$ cat src/rtl/button_event_queue.sv
// Button event queue: four debounced buttons feed a small colour-event FIFO
// that the processor drains one entry per poll assertion.
module button_event_queue #(
    parameter int unsigned DEBOUNCE_CYCLES = 500000,
    parameter int unsigned DEPTH           = 8
) (
    input  logic        clock,
    input  logic        reset,
    input  logic        red_button,
    input  logic        blue_button,
    input  logic        green_button,
    input  logic        yellow_button,
    input  logic        poll,
    output logic [31:0] button_out
);

    localparam int unsigned DbW  = $clog2(DEBOUNCE_CYCLES);
    localparam int unsigned PtrW = $clog2(DEPTH);
    localparam int unsigned CntW = PtrW + 1;

    localparam logic [DbW-1:0]  DbMax  = DbW'(DEBOUNCE_CYCLES - 1);
    localparam logic [CntW-1:0] CntMax = CntW'(DEPTH);

    // Index order doubles as the colour code and as priority (lowest index wins)
    logic [3:0] btn_raw;
    assign btn_raw = {yellow_button, green_button, blue_button, red_button};

    logic [3:0]      sync1_q, sync1_d;
    logic [3:0]      sync2_q, sync2_d;
    logic [3:0]      stable_q, stable_d;
    logic [DbW-1:0]  db_cnt_q [4];
    logic [DbW-1:0]  db_cnt_d [4];
    logic [3:0]      pending_q, pending_d;
    logic [1:0]      mem_q [DEPTH];
    logic [1:0]      mem_d [DEPTH];
    logic [PtrW-1:0] wr_ptr_q, wr_ptr_d;
    logic [PtrW-1:0] rd_ptr_q, rd_ptr_d;
    logic [CntW-1:0] count_q, count_d;
    logic            overflow_q, overflow_d;
    logic            poll_d_q, poll_d_d;

    logic [3:0] rise;
    logic [3:0] grant_oh;
    logic [1:0] grant_idx;
    logic       push_req, push, drop, pop_req, pop, empty, full;

    // Synchronizer shift and per-button debounce counters
    always_comb begin
        sync1_d  = btn_raw;
        sync2_d  = sync1_q;
        stable_d = stable_q;
        rise     = '0;
        for (int i = 0; i < 4; i++) begin
            db_cnt_d[i] = '0;
            if (sync2_q[i] != stable_q[i]) begin
                if (db_cnt_q[i] == DbMax) begin
                    stable_d[i] = sync2_q[i];
                    rise[i]     = sync2_q[i];
                end else begin
                    db_cnt_d[i] = db_cnt_q[i] + DbW'(1);
                end
            end
        end
    end

    // Priority arbiter, FIFO push/pop and overflow bookkeeping
    always_comb begin
        grant_idx = 2'd0;
        for (int i = 3; i >= 0; i--) begin
            if (pending_q[i]) begin
                grant_idx = 2'(i);
            end
        end
        push_req = |pending_q;
        grant_oh = push_req ? (4'b0001 << grant_idx) : 4'b0000;

        empty   = (count_q == '0);
        full    = (count_q == CntMax);
        pop_req = poll && !poll_d_q;
        pop     = pop_req && !empty;
        // A full FIFO still accepts the push when a pop frees the slot this cycle
        push    = push_req && (!full || pop);
        drop    = push_req && full && !pop;

        pending_d = (pending_q & ~grant_oh) | rise;
        poll_d_d  = poll;

        mem_d    = mem_q;
        wr_ptr_d = wr_ptr_q;
        rd_ptr_d = rd_ptr_q;
        if (push) begin
            mem_d[wr_ptr_q] = grant_idx;
            wr_ptr_d        = wr_ptr_q + PtrW'(1);
        end
        if (pop) begin
            rd_ptr_d = rd_ptr_q + PtrW'(1);
        end

        count_d = count_q;
        if (push && !pop) begin
            count_d = count_q + CntW'(1);
        end else if (pop && !push) begin
            count_d = count_q - CntW'(1);
        end

        overflow_d = overflow_q;
        if (drop) begin
            overflow_d = 1'b1;
        end else if (pop_req) begin
            overflow_d = 1'b0;
        end
    end

    // Read word: head entry while non-empty, sticky overflow always visible
    always_comb begin
        button_out      = '0;
        button_out[3]   = overflow_q;
        button_out[2]   = !empty;
        button_out[1:0] = empty ? 2'b00 : mem_q[rd_ptr_q];
    end

    // State registers with synchronous reset
    always_ff @(posedge clock) begin
        if (reset) begin
            sync1_q    <= '0;
            sync2_q    <= '0;
            stable_q   <= '0;
            pending_q  <= '0;
            wr_ptr_q   <= '0;
            rd_ptr_q   <= '0;
            count_q    <= '0;
            overflow_q <= 1'b0;
            poll_d_q   <= 1'b0;
            for (int i = 0; i < 4; i++) begin
                db_cnt_q[i] <= '0;
            end
            for (int i = 0; i < DEPTH; i++) begin
                mem_q[i] <= '0;
            end
        end else begin
            sync1_q    <= sync1_d;
            sync2_q    <= sync2_d;
            stable_q   <= stable_d;
            pending_q  <= pending_d;
            wr_ptr_q   <= wr_ptr_d;
            rd_ptr_q   <= rd_ptr_d;
            count_q    <= count_d;
            overflow_q <= overflow_d;
            poll_d_q   <= poll_d_d;
            for (int i = 0; i < 4; i++) begin
                db_cnt_q[i] <= db_cnt_d[i];
            end
            for (int i = 0; i < DEPTH; i++) begin
                mem_q[i] <= mem_d[i];
            end
        end
    end

endmodule
$ cat config.mk
export PLATFORM = sky130hd
export DESIGN_NAME = button_event_queue
export DESIGN_NICKNAME = d
export VERILOG_FILES = /design/src/rtl/button_event_queue.sv
export SDC_FILE = /design/constraint.sdc
export NUM_CORES = 1
export LEC_CHECK = 0
export CAP_MARGIN = 10
export CORE_MARGIN = 3
export CORE_UTILIZATION = 25
export DETAILED_ROUTE_END_ITERATION = 12
export GPL_ROUTABILITY_DRIVEN = 0
export GPL_TIMING_DRIVEN = 0
export SETUP_SLACK_MARGIN = 0.4
export SYNTH_ARGS = -nofsm -noshare
export SYNTH_HDL_FRONTEND = slang
export SYNTH_SLANG_ARGS = --single-unit
$ cat constraint.sdc
create_clock -name clock -period 3 [get_ports clock]
set_input_delay 0.6 -clock clock [delete_from_list [all_inputs] [get_ports clock]]
set_output_delay 0.6 -clock clock [all_outputs]
set_load 0.005 [all_outputs]
# --- Word-level counts from Yosys, hierarchy flattened ---
# Memory sizes are Yosys's and may differ from the RTL's.
# Cells that the tools add are included.
totals:
  reg_bits: 44
  ramBits: 76
  input_bits: 7
  out_inout_bits: 32
  mem_count: 1
mem_list:
  columns: ["memory", "words", "word_bits", "rd", "rd_clocked_by_memory_dff", "wr", "line_no", "text"]
  rows:
  - ["db_cnt_q", 4, 19, 4, 0, 4, "31", "logic [DbW-1:0] db_cnt_q [4];"]
classes:
  addsub: 8
  order_cmp: 3
  n_eq_ne: 9
  shift: 1
  n_mux: 39
  n_bitwise: 9
  n_reduce_logical: 22
ops:
  columns: ["operator", "count"]
  rows:
  - ["19-bit two-way mux", 12]
  - ["19-bit by 1-bit adder with 19-bit output (second input constant)", 4]
  - ["19-bit == test (second input constant)", 4]
  - ["16-bit bitwise mux", 1]
  - ["2-bit two-way mux", 8]
  - ["1-bit two-way mux", 13]
  - ["4-bit two-way mux", 3]
  - ["4-bit >= comparator (second input constant)", 2]
  - ["1-bit logical AND", 8]
  - ["3-bit NOT with 4-bit output", 2]
  - ["2-bit AND reduction", 4]
  - ["3-bit by 1-bit adder with 3-bit output (second input constant)", 2]
  - ["2-bit binary-select mux with 3-bit select", 1]
  - ["2-bit demux with 3-bit select", 1]
  - ["1-bit zero test", 5]
  - ["4-bit by 1-bit adder with 4-bit output (second input constant)", 1]
  - ["4-bit AND", 1]
  - ["4-bit == test (second input constant)", 1]
  - ["4-bit zero test", 1]
  - ["4-bit by 1-bit less-than comparator with 1-bit output (second input constant)", 1]
  - ["1-bit != test", 4]
  - ["4-bit NOT", 1]
  - ["1-bit bitwise OR", 4]
  - ["4-bit bitwise OR", 1]
  - ["5 further kinds", 6]

# --- Depth between registers and ports, before layout ---
depth:
  word_depth: 9
  mapped_depth: 10
  depth_no_buf: 10

# --- Least setup slack after synthesis ---
# Ideal clock, no wire load.
synth_timing:
  path_type: "input-to-reg"
  startpoint: "input port poll"
  endpoint: "register count_q[3]"
  setup_ns: 0.121
  arrival_ns: 2.669
  required_ns: 2.879
  setup_slack_ns: 0.210
  cell_stages: 10
  path_cell_list: "nand2b_1 > a31oi_1 > clkbuf_1 > ha_1 > inv_1 > ha_1 > a21oi_1 > a211oi_1 > a31oi_1 > mux2_2"
synth_between:
  elab_chain_cells: 7
  elab_cells_between_ends: 10
  classes_between: "mux: 1; reduce/logical: 9"
synth_lines:
  columns: ["item", "line_no", "text"]
  rows:
  - ["start, declared", "13", "input logic poll,"]
  - ["1-bit logical AND (*)", "79", "pop_req = poll && !poll_d_q;"]
  - ["1-bit logical AND (*)", "80", "pop = pop_req && !empty;"]
  - ["1-bit logical OR (*)", "82", "push = push_req && (!full || pop);"]
  - ["1-bit logical AND (*)", "82", null]
  - ["named net push", "45", "logic push_req, push, drop, pop_req, pop, empty, full;"]
  - ["1-bit zero test", "102", "end else if (pop && !push) begin"]
  - ["1-bit logical AND", "102", null]
  - ["2-bit nonzero test (no source line)", null, null]
  - ["end signal, assigned", "147", "count_q <= count_d;"]
  - ["end, declared", "38", "logic [CntW-1:0] count_q, count_d;"]
# Mark *: on every way through the listed nets, which the timed path passes. The rest lies on a longest branch.
# A chain may end at the register's enable or synchronous reset.

# --- Worst setup path after layout ---
layout_timing:
  startpoint: "register rd_ptr_q[0]"
  endpoint: "output port button_out[1]"
layout_between:
  elab_chain_cells: 5
layout_lines:
  columns: ["item", "line_no", "text"]
  rows:
  - ["start, declared", "37", "logic [PtrW-1:0] rd_ptr_q, rd_ptr_d;"]
  - ["start signal, assigned", "146", "rd_ptr_q <= rd_ptr_d;"]
  - ["3-bit NOT with 4-bit output (implied by the code)", "119", "button_out[1:0] = empty ? 2'b00 : mem_q[rd_ptr_q];"]
  - ["2-bit binary-select mux with 3-bit select", "119", null]
  - ["2-bit two-way mux (implied by the code) (2 in series)", "119", null]
  - ["2-bit two-way mux", "119", null]
  - ["end, declared", "14", "output logic [31:0] button_out"]
# No other way between the ends. The select of a mux whose other input is x is not followed.

==> metrics.md <==
| Metric | Value |
|---|---|
| Post-route ant nets | `0` |
| Post-synth EDFFs | `0` |
| Fmax | `404 MHz` |
| Largest net degree at the start of global routing | `17` |
| Unique masters post-synth | `48` |
| Minimum clock period | `2.47 ns` |
| Worst Hold Launch | `sync1_q[1]` |
| Endpoints failing setup | `0` |
| Switching power | `925 µW` |
| Pint | `3.04 mW` |
| Worst slew pin tran | `0.645 ns` |
| Core ar. | `21,900 µm²` |
| Chip Height | `155 µm` |
| Pre-antenna DRT Iters | `4` |
| Seq cells post-synth | `120` |
| IR drop worst, VDD | `0.317 mV` |
| Hold EP | `sync2_q[1]` |
| Commonest cells in the netlist | `120 x dfxtp_1, 85 x nor2_1, 44 x nand2_1, 40 x xnor2_1` |
| Flop-to-flop setup slack | `0.54 ns` |
| Area grow syn2layout | `22.3%` |
| CTS tree | `built` |
| Root Driver | `clkbuf_16` |
| CP max-delay cell | `mux4_2` |
| Synthesis Warnings | `0` |
| Crit path DAT | `1.87 ns` |
| Layout cells sized above 1 | `13.1%` |
| Pwr Total | `3.96 mW` |
| R2R Path End | `count_q[3]` |
| Worst hold path depth | `1` |
| Vias in the first global route | `3,977` |
| HP Class | `reg -> reg` |
| Initial antenna violation count | `0` |
| Clock sink count | `120` |
| Final worst-path cycle share | `82.4%` |
| Share of the synthesized area in the top cell type | `43.0%` |
| Syn Inst Count | `623` |
| Fin Clk Skew | `0.00991 ns` |
| Num rows | `54` |
| Via density | `4.39` |
| Final Hold Viols | `0` |
| Startpoint Class | `flop` |
| WL/cell | `11.0 µm` |
| Crit-path max cell delay | `0.51 ns` |
| Port Buffers | `10` |
| Leak Pwr | `2.45 nW` |
| Synth area leader | `dfxtp_1` |
| Total gr overflow | `0` |
| Number of diodes | `0` |
| First-pass GRT wire length | `18.6 mm` |
| Switching share of power | `23.3%` |
| Crit path required time | `2.40 ns` |
| Clock Power Share | `47.4%` |
| Nets | `701` |
| Mapped Area | `5590 µm²` |
| Inserted Clock Buffers | `17` |
| Post-route non-filler standard cell count | `976` |
| Comb power frac | `10.2%` |
| I/O pin cnt | `39` |
| Post-synthesis sequential area ratio | `43.0%` |
| H-tree lvl count | `4` |
| RSZ-0062 raised after global routing | `no` |
| MaxCap Viol Count | `0` |
| Routed WL | `10.8 mm` |
| Initial Utilization | `25.5%` |
| Launch point of the worst reg-to-reg path | `pending_q[0]` |
| CP Capture Type | `output pin` |
| Setup CP Type | `reg -> out` |
| Ys async rst share | `0%` |
| Worst-path fanout max | `5` |
| DIE AREA | `24,200 µm²` |
| Detailed placement HPWL | `7.40 mm` |
| Power per cell area | `580 nW/µm²` |
| Largest cells by area after synthesis | `dfxtp_1 43%, xnor2_1 6.3%, nor2_1 5.7%, buf_4 3.9%, mux2i_1 3.8%` |
| Clock Pin Slew Worst Setup and Hold Paths | `0.05 ns` |
| Worst-Skew Late Latency | `0.41 ns` |
| CTS Buffer Depth | `2` |
| Width of the chip | `155 µm` |
| Final Max Tran Viols | `0` |
| Via count | `4,281` |
| Status | `finished, final reports clean` |
| Sequential share of power | `42.5%` |
| Cells along the critical path | `buf_8 -> mux4_2 -> mux2i_1 -> nor2_1 -> dlygate4sd2_1` |
| Inst Count DP | `940` |
| Starting DRT DRC Count | `215` |
| R2R depth | `10` |
| Ys flop type | `dfxtp_1` |
| Top-count cell post-synth | `dfxtp_1` |
| Residual DRC | `0` |
| All-Layer GR Usage | `9.30%` |
| Slew headroom | `56.8%` |
| Syn Area/Cell | `8.97 µm²` |
per-layer routing:
layer | up-vias | global-route usage (%) | share of wire (%) | wire, µm
met5 | - | 0 | 0 | 0
met4 | 0 | 3.67 | 1.5 | 163
met3 | 14 | 2.92 | 3.8 | 408
met2 | 49 | 13.6 | 43 | 4610
met1 | 1963 | 12.8 | 52 | 5590
li1 | 2255 | - | - | -
final cells by class:
type                       count  area (µm²)
clock buffer                  22         474
tap                          280         350
buffer                        50         324
clock inverter                 9        75.1
inverter                      16        60.1
sequential                   120        2400
multi-input combinational    464        3010
timing repair buffer          15         138
fill                        2318       15100
flip-flops by register name, indices dropped and copies added (netlist names):
signal	flops
wr_ptr_q	3
count_q	4
pending_q	4
db_cnt_q	76
stable_q	4
sync2_q	4
poll_d_q	1
sync1_q	4
rd_ptr_q	3
mem_q	16
overflow_q	1
cell families after synthesis:
family	share of synthesized area (%)
adders and majority gates	2.37
other	0.0671
buffers and inverters	6.47
and+or+nand+nor	26.7
muxes	5.98
DFF	43.0
AOI/OAI and AO/OA	5.35
xor gates and xnor gates	10.0
cells in the final DEF, fill, tap and decap left out, types with 3 or more instances in the layout:
master           instances
buf_2                    4
or3_1                   10
nand2_1                 44
and3_1                  11
nand4_1                 22
mux4_2                   4
buf_4                   34
nor2_1                  84
clkbuf_1                17
clkbuf_16               17
clkinv_2                 6
nand3_1                 29
conb_1                  28
nor4_1                  16
nand4b_1                 5
and2_1                   3
a21oi_1                 19
o31ai_1                  4
nor4b_1                  5
dfxtp_1                119
nor3b_1                  5
mux2i_1                 21
clkbuf_8                 3
xnor2_1                 40
o21ai_0                 10
ha_1                     8
nor3_1                  13
nand3b_1                 4
xor2_1                  24
nor2b_1                 12
or4_1                    6
inv_1                   15
clkdlybuf4s50_1          7
and4_1                   7
critical path: cells and delay by family, from the launching register on:
kind                   cells  cell delay (ns)
muxes                      2             0.68
buffers and inverters      2             0.38
DFF                        1             0.35
and+or+nand+nor            1             0.05
power by group through the flow:
stage / Clock [mW] / Sequential, mW / Combinational [mW]
2_1_floorplan: 0 / 1.68 / 0.224
3_3_place_gp: 0 / 1.69 / 0.298
3_5_place_dp: 0 / 1.69 / 0.304
4_1_cts: 1.93 / 1.67 / 0.329
5_1_grt: 1.99 / 1.69 / 0.447
6_report: 1.88 / 1.68 / 0.402
worst max-delay path by stage:
stage                        start  slack, ns              end
floorplan                     poll       0.41       count_q[3]
global placement              poll      -0.34       count_q[3]
detailed placement            poll      -0.38       count_q[3]
CTS                           poll       0.27       count_q[3]
global route        db_cnt_q[3][0]       0.42  db_cnt_q[3][12]
finish                 rd_ptr_q[0]       0.53    button_out[1]
timing repair:
action                     CTS  global route
setup endpoints to repair    5             3
gates resized for setup     10            12
pin swaps                    1             3
setup buffers                2             3
hold buffers                 0             0
metrics by stage:
step | util, % | hold slack [ns] | area (µm²) | setup WS [ns] | TNS (ns)
2_1_floorplan | - | 0.414 | 5700 | 0.405 | 0
3_3_place_gp | 28.1 | 0.418 | 6150 | -0.340 | -0.340
3_5_place_dp | 28.1 | 0.428 | 6150 | -0.378 | -0.378
4_1_cts | 30.9 | 0.440 | 6760 | 0.265 | 0
5_1_grt | 31.2 | 0.461 | 6830 | 0.417 | 0
6_report | 31.2 | 0.435 | 6830 | 0.527 | 0
No activity file was read; power rests on OpenSTA's default activity.
